<file path="src/rtl/id_ex_skid_stage.sv">
// ID/EX pipeline register built as a two-entry skid buffer: registered ready
// upstream, valid/payload straight from the main entry downstream.
module id_ex_skid_stage #(
   parameter int DATA_W = 32,
   parameter int CTRL_W = 10
) (
   input  logic              clk_i,
   input  logic              rst_i,
   input  logic              in_valid_i,
   output logic              in_ready_o,
   input  logic [DATA_W-1:0] rs_data_i,
   input  logic [DATA_W-1:0] rt_data_i,
   input  logic [DATA_W-1:0] imm_i,
   input  logic [4:0]        rd_addr_i,
   input  logic [CTRL_W-1:0] ctrl_i,
   input  logic              flush_i,
   output logic              out_valid_o,
   input  logic              out_ready_i,
   output logic [DATA_W-1:0] rs_data_o,
   output logic [DATA_W-1:0] rt_data_o,
   output logic [DATA_W-1:0] imm_o,
   output logic [4:0]        rd_addr_o,
   output logic [CTRL_W-1:0] ctrl_o,
   output logic [15:0]       stall_cnt_o
);

   typedef struct packed {
      logic [DATA_W-1:0] rs;
      logic [DATA_W-1:0] rt;
      logic [DATA_W-1:0] imm;
      logic [4:0]        rd;
      logic [CTRL_W-1:0] ctrl;
   } beat_t;

   typedef enum logic [1:0] {
      S_EMPTY = 2'd0,
      S_ONE   = 2'd1,
      S_FULL  = 2'd2
   } state_t;

   state_t      state_q, state_d;
   beat_t       main_q, skid_q, in_beat;
   logic        in_ready_q;
   logic [15:0] stall_q;
   logic        in_xfer, out_xfer;
   logic        load_main, load_skid, skid_to_main;

   assign in_beat  = {rs_data_i, rt_data_i, imm_i, rd_addr_i, ctrl_i};
   assign in_xfer  = in_valid_i && in_ready_q;
   assign out_xfer = (state_q != S_EMPTY) && out_ready_i;

   always_comb begin
      state_d      = state_q;
      load_main    = 1'b0;
      load_skid    = 1'b0;
      skid_to_main = 1'b0;
      unique case (state_q)
         S_EMPTY: begin
            if (in_xfer) begin
               load_main = 1'b1;
               state_d   = S_ONE;
            end
         end
         S_ONE: begin
            if (in_xfer && out_xfer) begin
               load_main = 1'b1;
            end else if (in_xfer) begin
               load_skid = 1'b1;
               state_d   = S_FULL;
            end else if (out_xfer) begin
               state_d = S_EMPTY;
            end
         end
         S_FULL: begin
            if (out_xfer) begin
               skid_to_main = 1'b1;
               state_d      = S_ONE;
            end
         end
         default: state_d = S_EMPTY;
      endcase
      // Flush wins over everything; payload is left stale, out_valid hides it.
      if (flush_i) begin
         state_d      = S_EMPTY;
         load_main    = 1'b0;
         load_skid    = 1'b0;
         skid_to_main = 1'b0;
      end
   end

   // Ready is computed from the next state so it never depends on out_ready_i
   // combinationally at the output.
   always_ff @(posedge clk_i or posedge rst_i) begin
      if (rst_i) begin
         state_q    <= S_EMPTY;
         in_ready_q <= 1'b1;
      end else begin
         state_q    <= state_d;
         in_ready_q <= (state_d != S_FULL);
      end
   end

   always_ff @(posedge clk_i or posedge rst_i) begin
      if (rst_i) begin
         main_q <= '0;
         skid_q <= '0;
      end else begin
         if (load_main)         main_q <= in_beat;
         else if (skid_to_main) main_q <= skid_q;
         if (load_skid)         skid_q <= in_beat;
      end
   end

   always_ff @(posedge clk_i or posedge rst_i) begin
      if (rst_i) begin
         stall_q <= '0;
      end else if (in_valid_i && !in_ready_q && !flush_i && (stall_q != 16'hFFFF)) begin
         stall_q <= stall_q + 16'd1;
      end
   end

   assign in_ready_o  = in_ready_q;
   assign out_valid_o = (state_q != S_EMPTY);
   assign rs_data_o   = main_q.rs;
   assign rt_data_o   = main_q.rt;
   assign imm_o       = main_q.imm;
   assign rd_addr_o   = main_q.rd;
   assign ctrl_o      = main_q.ctrl;
   assign stall_cnt_o = stall_q;

endmodule

</file>
<file path="config.mk">
export PLATFORM = sky130hd
export DESIGN_NAME = id_ex_skid_stage
export DESIGN_NICKNAME = d
export VERILOG_FILES = /design/src/rtl/id_ex_skid_stage.sv
export SDC_FILE = /design/constraint.sdc
export NUM_CORES = 1
export LEC_CHECK = 0
export ABC_AREA = 1
export CORE_ASPECT_RATIO = 0.75
export CORE_MARGIN = 1.5
export CORE_UTILIZATION = 25
export CTS_CLUSTER_SIZE = 30
export DETAILED_ROUTE_END_ITERATION = 7
export MAX_ROUTING_LAYER = met4
export SYNTH_ARGS = -nofsm -noshare
export SYNTH_HDL_FRONTEND = slang
export SYNTH_SLANG_ARGS = --single-unit
</file>
<file path="constraint.sdc">
create_clock -name clk_i -period 10.09 [get_ports clk_i]
set_input_delay 2.018 -clock clk_i [delete_from_list [all_inputs] [get_ports clk_i]]
set_output_delay 2.018 -clock clk_i [all_outputs]
set_load 0.02 [all_outputs]
</file>
Word level (Yosys, flattened, before mapping) --
Cells that the tools add are included.
Storage, ports and cells: register bits 241, output and inout port bits 129, logic and storage cells 48
Operators by class: mux-type cells 19, reductions and logical operators 11, eq/ne operators 4, add/subtract/negate cells 1
Operator list (number):
- $mux W111 | 2
- $add A16 B1 Y16 const B | 1
- $ne A16 B16 Y1 const B | 1
- $mux W2 | 6
- $mux W1 | 9
- $logic_and A1 B1 Y1 | 6
- $pmux W2 S3 | 1
- $reduce_bool A2 Y1 | 2
- $eq A2 B1 Y1 const B | 1
- $eq A2 B2 Y1 const B | 1
- $logic_not A1 Y1 | 2
- $logic_not A2 Y1 | 1
- $ne A2 B2 Y1 const B | 1
- $pmux W1 S2 | 1

Longest topological paths before layout --
Gate-level depths: netlist (run 1).
depth in word-level cells 8, mapped depth 9, depth with buffers taken out 8

Worst setup path after synthesis (run 1) --
No wires, ideal clock.
path type input-to-reg, start input port out_ready_i, end register skid_q[10] (netlist name), arrival time 2994 ps, library setup time 130 ps, stages 6, setup slack 6966 ps, path through clkbuf_1 > inv_1 > o211ai_2 > buf_2 > clkbuf_1 > o21ai_0
On the way: word-level cells in the longest chain between the ends 5
RTL lines:
- start, declared | RTL line 18 | input logic out_ready_i,
- $logic_and A1 B1 Y1 | RTL line 50 | assign out_xfer = (state_q != S_EMPTY) && out_ready_i;
- $logic_and A1 B1 Y1 | RTL line 65 | if (in_xfer && out_xfer) begin
- $mux W1 | RTL line 65
- $mux W1 | RTL line 57 | unique case (state_q)
- $mux W1 | RTL line 83 | if (flush_i) begin
- end signal, assigned | RTL line 110 | if (load_skid) skid_q <= in_beat;
- end, declared | RTL line 42 | beat_t main_q, skid_q, in_beat;
No other way between the ends. A chain may end at the register's enable or synchronous reset.

Worst setup path after layout (run 1) --
start input port out_ready_i, end register main_q, in the netlist imm_o[31]
On the way: word-level cells in the longest chain between the ends 6
RTL lines:
- $logic_and A1 B1 Y1 (*) | RTL line 50
- $logic_and A1 B1 Y1 | RTL line 65
- $mux W1 | RTL line 65
- $pmux W1 S2 | RTL line 57
- $mux W1 | RTL line 83
- $mux W111 or $reduce_bool A2 Y1 (tied branches)
- end signal, assigned | RTL line 108 | if (load_main) main_q <= in_beat;
- end signal, assigned | RTL line 109 | else if (skid_to_main) main_q <= skid_q;
- end, declared | RTL line 42
Mark *: on every way between the ends. The rest lies on a longest branch, timed or not.

==> metrics.cfg, run 1 <==
[timing]
rsz0062_at_grt = no
post-route-min-period_ns = 4.63
setup_viol = 0
slew_violations = 0
min_period_over_period = 0.459
hold_viol = 0
finalClockSkew_ns = 0.00639
worstMarginPinSlew_ns = 1.19
setup_tns_ns = 0
relSlewSlack = 0.207
max_freq_ghz = 0.216

[floorplanning]
io_pins = 245
die_y_um = 182
dieArea_mm2 = 0.0438
die_w_um = 241
num_rows = 65
start_util = 0.253
fp.coreArea_mm2 = 0.0420

[yosys]
synth_cell_type_count = 27
synth_seq_cells = 241
synth_flop_cell = dfrtp_1
postSynthCellCount = 1159
yosys.area.top_type_share = 0.565
syn_area_per_cell_um2 = 9.18
yosys.cell_count.top_type = dfrtp_1
synth_area_mm2 = 0.0106
yosys-top-cells-area = dfrtp_1, o211ai_1, nand4_1, nand2_1, nand3_1
synth-edff-count = 0
yosysSeqAreaShare = 0.567
yosys_warnings = 0
synth.top_cells.by_count = dfrtp_1, nand2_1, inv_1
synth_nets = 1276
synth_area_leader_cell = dfrtp_1
synthArstFlopShare = 1.00

[pwr]
leakage_nw = 6.27
p_int_mw = 2.23
p_sw_uw = 969
p_seq_frac = 0.431
power_frac_clock = 0.326
ir_drop_v = 0.000110
sw_frac_of_total = 0.303
powerDensity_mw_per_mm2 = 222
comb_power_share = 0.243

[global_routing]
grt_max_degree = 223
grt_use_met1 = 0.193
grt_pass1_wl_um = 50600
antenna_found_initial = 0
overflow = 0
grt_use_met3 = 0.0266
grt_pass1_vias = 9192
grt-busiest-layer = met2
grt_use_met2 = 0.234
grt_usage = 0.148

[placement]
place_congestion = 0.797
dp_hpwl_um = 18800
portBuffers = 244

[cts]
cts-root-buf = clkbuf_16
cts-htree-levels = 1
ctsHoldBuffers = 0
clkTransAtPathRegs_ns = 0.06
postCtsSetupRepairBufs = 0
cts_buffers = 27
cts_buffer_depth = 3
clock-sinks = 241
clkLatencyLatePin_ns = 0.54
cts_tree = built
postCtsResizedCells = 0

[status]
status = complete, no violations

[critical_path]
start_kind = input port
worst-setup-path-type = input port to register
cp_max_fo = 59
endpoint_kind = register
worst_ep_required_time_ns = 10.46
cp.arrival_ns = 4.99
r2r_end = rt_data_o[0]
r2r_setup_slack_ns = 7.59
rr_worst_depth = 6
rr_startpoint = state_q[0]

[route]
detail-route-antenna-nets = 0
wire_per_inst_um = 16.2
drt_pass1_iterations = 5
vias = 9129
drt-total-wl_um = 31400
vias_per_cell = 4.73
drt_iter0_markers = 596
drc = 0

[final_layout]
fillerInstances = 4298
area_growth_pct = 35.6
diodes = 0
drive_gt1_frac = 0.0499
fin_util = 0.344
final_nets = 1460

[job]
drv_cap = 0

[min_path]
hp-class = register to register
hp-start = skid_q[105]
min_to = skid_q[105]
hold_depth = 2

registers in the layout (all words and copies together) (netlist names):
register and flops:
imm_o 32, rt_data_o 32, state_q 2, ctrl_o 10, stall_cnt_o 16, skid_q 111
rs_data_o 32, rd_addr_o 5, in_ready_o 1
layer usage:
layer / routed length [um] / part of all wire / vias to the layer above
li1: - / - / 4388
met1: 14200 / 0.45 / 4446
met2: 14600 / 0.46 / 249
met3: 1730 / 0.055 / 46
met4: 876 / 0.028 / 0
met5: 0 / 0 / -
worst max path at each step:
| stage | start | end | slack, ns |
|---|---|---|---|
| after floorplan | rst_i | ctrl_o[0] | 1.46 |
| after global placement | out_ready_i | imm_o[7] | 4.88 |
| after detailed placement | out_ready_i | ctrl_o[3] | 4.83 |
| after CTS | out_ready_i | ctrl_o[3] | 5.43 |
| after global routing | out_ready_i | rs_data_o[30] | 5.22 |
| final | out_ready_i | imm_o[31] | 5.46 |
area by class of cell:
| class | count | area [um^2] | share of cell area |
|---|---|---|---|
| Timing Repair Buffer | 254 | 2530 | 0.175 |
| Multi-Input combinational cell | 692 | 3720 | 0.258 |
| Inverter | 127 | 489 | 0.0339 |
| Clock buffer | 43 | 836 | 0.0579 |
| Clock inverter | 6 | 105 | 0.00729 |
| Tap cell | 569 | 712 | 0.0494 |
| Sequential cell | 241 | 6030 | 0.418 |
metrics by stage:
stage	hold slack (ns)	cells	cell area [um^2]	total power, mW	setup WS (ns)
CTS	0.487	1932	14400	3.25	5.43
detailed placement	0.473	1883	13500	2.18	4.83
global route	0.502	1932	14400	3.39	5.22
global placement	0.466	1883	13500	2.16	4.88
floorplan	0.453	1159	10600	1.79	1.46
finish	0.484	1932	14400	3.20	5.46
power groups by stage:
stage | logic, mW | clock network [mW] | registers [mW]
floorplan | 0.291 | 0 | 1.50
global placement | 0.774 | 0 | 1.38
detailed placement | 0.788 | 0 | 1.39
CTS | 0.791 | 1.08 | 1.38
global route | 0.861 | 1.12 | 1.41
finish | 0.777 | 1.04 | 1.38
worst max-delay path: stages:
cell,delay [ns]
buf_4,0.54
buf_4,0.72
nand3_4,0.70
buf_4,0.62
nand3_1,0.18
o211ai_1,0.12
cell families (layout without fill, tap and decap cells):
group	after synthesis	after routing	share of synthesized area
xor+xnor	7	7	0.00577
buf+inv	226	430	0.0861
simple gates	453	453	0.204
flops	241	241	0.567
fa+ha+maj	1	1	0.00118
compound gates	231	231	0.136
placed cells by master (no fill, tap or decap):
master	n
a21oi_1	2
and3_1	1
buf_12	1
buf_4	10
bufinv_16	3
clkbuf_1	6
clkbuf_16	27
clkbuf_8	10
clkdlybuf4s50_1	243
clkinv_2	3
dfrtp_1	240
dfstp_2	1
ha_1	1
inv_1	123
inv_2	1
inv_4	2
inv_8	1
nand2_1	190
nand2_2	2
nand2_4	1
nand3_1	119
nand3_4	1
nand4_1	116
nor2_1	19
nor2_4	3
nor3b_1	1
o211ai_1	111
o211ai_4	1
o21ai_0	105
o21ai_1	11
o21ai_2	1
xnor2_1	6
xor2_1	1
Power figures use the tool's default switching activity.
==> run 2: changes to the inputs <==
==> constraint.sdc (replaced) <==
create_clock -name clk_i -period 4.7 [get_ports clk_i]
set_input_delay 0.94 -clock clk_i [delete_from_list [all_inputs] [get_ports clk_i]]
set_output_delay 0.94 -clock clk_i [all_outputs]
set_load 0.02 [all_outputs]
==> run 2 against run 1 <==
Worst hold slack better by 0.0011 ns. Critical path depth is 3 lower. Via count increased by 1.7%. Die area did not move.
==> metrics.cfg, run 2 (synthesis results as in run 1) <==
[pwr]
powerDensity_mw_per_mm2 = 465  ; +110%
ir_drop_v = 0.000244  ; +120%
leakage_nw = 6.24  ; -0.39%
power.total_mw = 6.70  ; +110%

[cts]
cts-root-buf = clkbuf_16
cts_buffers = 27  ; unchanged
postCtsResizedCells = 0  ; unchanged
clock-sinks = 241  ; unchanged
cts_buffer_depth = 3  ; unchanged
ctsHoldBuffers = 0  ; unchanged
cts-htree-levels = 1  ; unchanged
postCtsSetupRepairBufs = 0  ; unchanged
cts_tree = built
clkTransAtPathRegs_ns = 0.06  ; about the same
clkLatencyLatePin_ns = 0.54  ; about the same

[timing]
worstMarginPinSlew_ns = 1.07  ; -0.117 ns
fin_hold_ws_ns = 0.485  ; +0.00114 ns
rsz0062_at_grt = no
relSlewSlack = 0.285  ; +0.0777
setup_viol = 0  ; unchanged
setup_tns_ns = 0  ; unchanged
max_freq_ghz = 0.334
hold_viol = 0  ; unchanged
post-route-min-period_ns = 3.00
finalClockSkew_ns = 0.00694  ; +0.000550 ns
min_period_over_period = 0.637
slew_violations = 0  ; unchanged

[final_layout]
fin_util = 0.343  ; -0.000686
drive_gt1_frac = 0.0491  ; -0.000806
layout_commonest_cell = clkdlybuf4s50_1
regMostFlops = skid_q
area_growth_pct = 35.4
mostFrequentLayoutCells = clkdlybuf4s50_1, dfrtp_1, nand2_1
largest_reg_flops = 111  ; unchanged
final_nets = 1463  ; +0.21%

[global_routing]
grt_pass1_vias = 9089  ; -1.1%
grt_usage = 0.144  ; -0.00381
overflow = 0  ; unchanged
grt_max_degree = 223  ; unchanged
grt_pass1_wl_um = 49700  ; -1.7%
antenna_found_initial = 1  ; +1

[route]
wire_per_inst_um = 16.2  ; -0.40%
drt-total-wl_um = 31300  ; -0.24%
vias = 9284  ; +1.7%
vias_per_cell = 4.80  ; +1.5%
drc = 0  ; unchanged
drt_iter0_markers = 715  ; +20%
drt_pass1_iterations = 6  ; +1
detail-route-antenna-nets = 0  ; unchanged

[floorplanning]
start_util = 0.253  ; unchanged
dieArea_mm2 = 0.0438  ; unchanged
fp.coreArea_mm2 = 0.0420  ; unchanged
die_w_um = 241  ; unchanged
num_rows = 65  ; unchanged
io_pins = 245  ; unchanged
die_y_um = 182  ; unchanged

[critical_path]
worst_ep_required_time_ns = 3.76  ; -6.70 ns
rr_worst_depth = 5  ; -1
cp_slowest_cell = clkdlybuf4s50_1
worst-setup-path-type = register to output port
max_stage_delay_ns = 0.55  ; -0.17 ns
r2r_end = rt_data_o[7]
cp_cell_sequence = nor2_1, inv_1, clkdlybuf4s50_1
rr_startpoint = state_q[0]
cp_max_fo = 6  ; -90%
r2r_setup_slack_ns = 2.30  ; -5.29 ns
endpoint_kind = output port
cp.arrival_ns = 2.06  ; -2.93 ns
start_kind = register

[min_path]
hold_depth = 2  ; unchanged
hp-class = register to register
hp-start = skid_q[94]
min_to = skid_q[94]

[status]
status = complete, no violations

[placement]
dp_hpwl_um = 18600  ; -0.68%
place_congestion = 0.790  ; -0.83%
portBuffers = 244  ; unchanged

[job]
drv_cap = 0  ; unchanged

[run 2: worst max-delay path by stage]
stage | from | endpoint | cells past startpoint | slack, ns
final | state_q[0] | out_valid_o | 3 | 1.70
after global routing | state_q[0] | out_valid_o | 3 | 1.61
after CTS | state_q[0] | out_valid_o | 3 | 1.68
after detailed placement | flush_i | rs_data_o[28] | 6 | 1.37
after global placement | flush_i | ctrl_o[8] | 6 | 1.39
after floorplan | rst_i | ctrl_o[0] | 1 | 0.60
[run 2: routing by layer]
metal,routed length [um],vias up,part of all wire,global-route usage
met5,0,-,0,-
met4,653,0,0.021,0.0298
met3,2060,39,0.066,0.0268
met2,13900,334,0.44,0.213
met1,14700,4523,0.47,0.204
li1,-,4388,-,-
[run 2: critical path, delay by kind of cell, from the launching register on]
kind | cells | cell delay (ns)
buf+inv | 2 | 0.67
flops | 1 | 0.49
simple gates | 1 | 0.36
[run 2: cell type report]
type                    count  area (um^2)
inverters                 127          485
multi-input cells         692         3720
well taps                 569          712
fillers                  4276        27600
repair buffers            257         2590
diodes                      1         2.50
clock buffers              42          792
flip-flops and latches    241         6030
clock inverters             6         61.3
[run 2: stage by stage]
step	std cells	worst slack (ns)	instance area [um^2]
finish	1935	1.70	14400
global placement	1886	1.39	13500
global route	1934	1.61	14400
detailed placement	1886	1.37	13500
CTS	1934	1.68	14400
floorplan	1159	0.599	10600
[run 2: power by group]
group | internal, mW | switching (mW) | total (mW)
sequential | 2.63 | 0.337 | 2.96
combinational | 0.787 | 0.875 | 1.66
clock | 1.21 | 0.865 | 2.07
==> run 3: changes to the inputs <==
==> constraint.sdc (replaced) <==
create_clock -name clk_i -period 3 [get_ports clk_i]
set_input_delay 0.6 -clock clk_i [delete_from_list [all_inputs] [get_ports clk_i]]
set_output_delay 0.6 -clock clk_i [all_outputs]
set_load 0.02 [all_outputs]
==> run 3 against run 2 <==
Setup slack worse by 1.3 ns. Core utilization up 0.47 points. Wire length down 1.9%. Critical path depth unchanged. Non-clock buffer count up 6. Clock skew down 0.0011 ns. Critical endpoint unchanged.
==> metrics.cfg, run 3 (synthesis results as in run 1) <==
[route]
wire_per_inst_um = 15.8  ; -2.2%
detail-route-antenna-nets = 0  ; unchanged
drc = 0  ; unchanged
drt_pass1_iterations = 6  ; unchanged
drt-total-wl_um = 30700  ; -1.9%
drt_iter0_markers = 647  ; -9.5%
vias = 9159  ; -1.3%
vias_per_cell = 4.72  ; -1.6%

[cts]
clkTransAtPathRegs_ns = 0.06  ; about the same
cts_buffers = 26  ; -3.7%
postCtsResizedCells = 0  ; unchanged
cts-htree-levels = 1  ; unchanged
clkLatencyLatePin_ns = 0.53  ; about the same
clock-sinks = 241  ; unchanged
cts_tree = built
cts_buffer_depth = 3  ; unchanged
cts-root-buf = clkbuf_16
ctsHoldBuffers = 0  ; unchanged
postCtsSetupRepairBufs = 0  ; unchanged

[timing]
fin_hold_ws_ns = 0.485  ; -0.000314 ns
post-route-min-period_ns = 2.60
setup_viol = 0  ; unchanged
max_freq_ghz = 0.385
rsz0062_at_grt = no
min_period_over_period = 0.866
relSlewSlack = 0.326  ; +0.0414
slew_violations = 0  ; unchanged
finalClockSkew_ns = 0.00587  ; -0.00108 ns
hold_viol = 0  ; unchanged
worstMarginPinSlew_ns = 1.01  ; -0.0621 ns

[critical_path]
start_kind = register
cp-startpoint = state_q[0]
endpoint_kind = output port
rr_startpoint = stall_cnt_o[0]
worst_ep_required_time_ns = 2.40  ; -1.36 ns
cp_max_fo = 6  ; unchanged
cp.arrival_ns = 2.00  ; -0.06 ns
worst-setup-path-type = register to output port

[final_layout]
fin_cells = 1940  ; +0.26%
final_nets = 1468  ; +0.34%
layout_commonest_cell = clkdlybuf4s50_1
area_growth_pct = 37.2
largest_reg_flops = 111  ; unchanged
mostFrequentLayoutCells = clkdlybuf4s50_1, dfrtp_1, nand2_1
drive_gt1_frac = 0.0555  ; +0.00639
regMostFlops = skid_q

[min_path]
hp-start = skid_q[110]
hp-class = register to register

[pwr]
power.total_mw = 10.7  ; +59%
ir_drop_v = 0.000363  ; +49%
leakage_nw = 6.35  ; +1.6%
powerDensity_mw_per_mm2 = 731  ; +57%

[global_routing]
antenna_found_initial = 1  ; unchanged
overflow = 0  ; unchanged
grt_usage = 0.143  ; -0.00108
grt_max_degree = 223  ; unchanged
grt_pass1_wl_um = 49900  ; +0.21%
grt_pass1_vias = 9140  ; +0.56%

[floorplanning]
io_pins = 245  ; unchanged
die_w_um = 241  ; unchanged
dieArea_mm2 = 0.0438  ; unchanged
die_y_um = 182  ; unchanged
num_rows = 65  ; unchanged
start_util = 0.253  ; unchanged
fp.coreArea_mm2 = 0.0420  ; unchanged

[status]
status = complete, no violations

[placement]
dpl.cell_count = 1892  ; +0.32%
portBuffers = 244  ; unchanged
dp_hpwl_um = 18800  ; +0.73%
place_congestion = 0.794  ; +0.39%

[job]
drv_cap = 0  ; unchanged

## run 3: layout make-up
| class | instances | area (um^2) |
|---|---|---|
| timing repair buffer | 263 | 2730 |
| multi-input combinational | 692 | 3720 |
| clock inverter | 8 | 115 |
| sequential | 241 | 6030 |
| fill | 4317 | 27400 |
| tap | 569 | 712 |
| antenna | 1 | 2.50 |
| inverter | 127 | 485 |
| clock buffer | 39 | 791 |
## run 3: through the flow
step                utilization  worst slack (ns)  setup TNS (ns)  cell area, um^2
global route              0.348             0.298               0            14600
finish                    0.348             0.403               0            14600
floorplan                     -            -0.761         -182.64            10600
detailed placement        0.326             0.506               0            13700
global placement          0.326             0.558               0            13700
CTS                       0.348             0.363               0            14600
## run 3: worst max-delay path, cell delays in order, from the launching register on
cell,delay [ns]
dfrtp_1,0.48
nor2_1,0.36
inv_1,0.08
clkdlybuf4s50_1,0.55
## run 3: worst paths after layout
check	to	slack, ns	cells after the start
setup / recovery	out_valid_o	0.40	3
hold / removal	skid_q[110]	0.48	2
setup reg to reg	stall_cnt_o[3]	0.76	8
hold reg to reg	skid_q[110]	0.48	2
max in group asynchronous	ctrl_o[0]	1.94	4
min in group asynchronous	skid_q[93]	0.52	3
## run 3: where the power goes
group | switching, mW | internal, mW
combinational | 1.38 | 1.25
clock | 1.32 | 2.07
sequential | 0.531 | 4.12
total | 3.23 | 7.44
## run 3: layer usage
layer | GRT usage | routed length [um] | up-vias
met5 | - | 0 | -
met4 | 0.0240 | 507 | 0
met3 | 0.0260 | 1780 | 39
met2 | 0.216 | 13800 | 260
met1 | 0.201 | 14600 | 4468
li1 | - | - | 4392
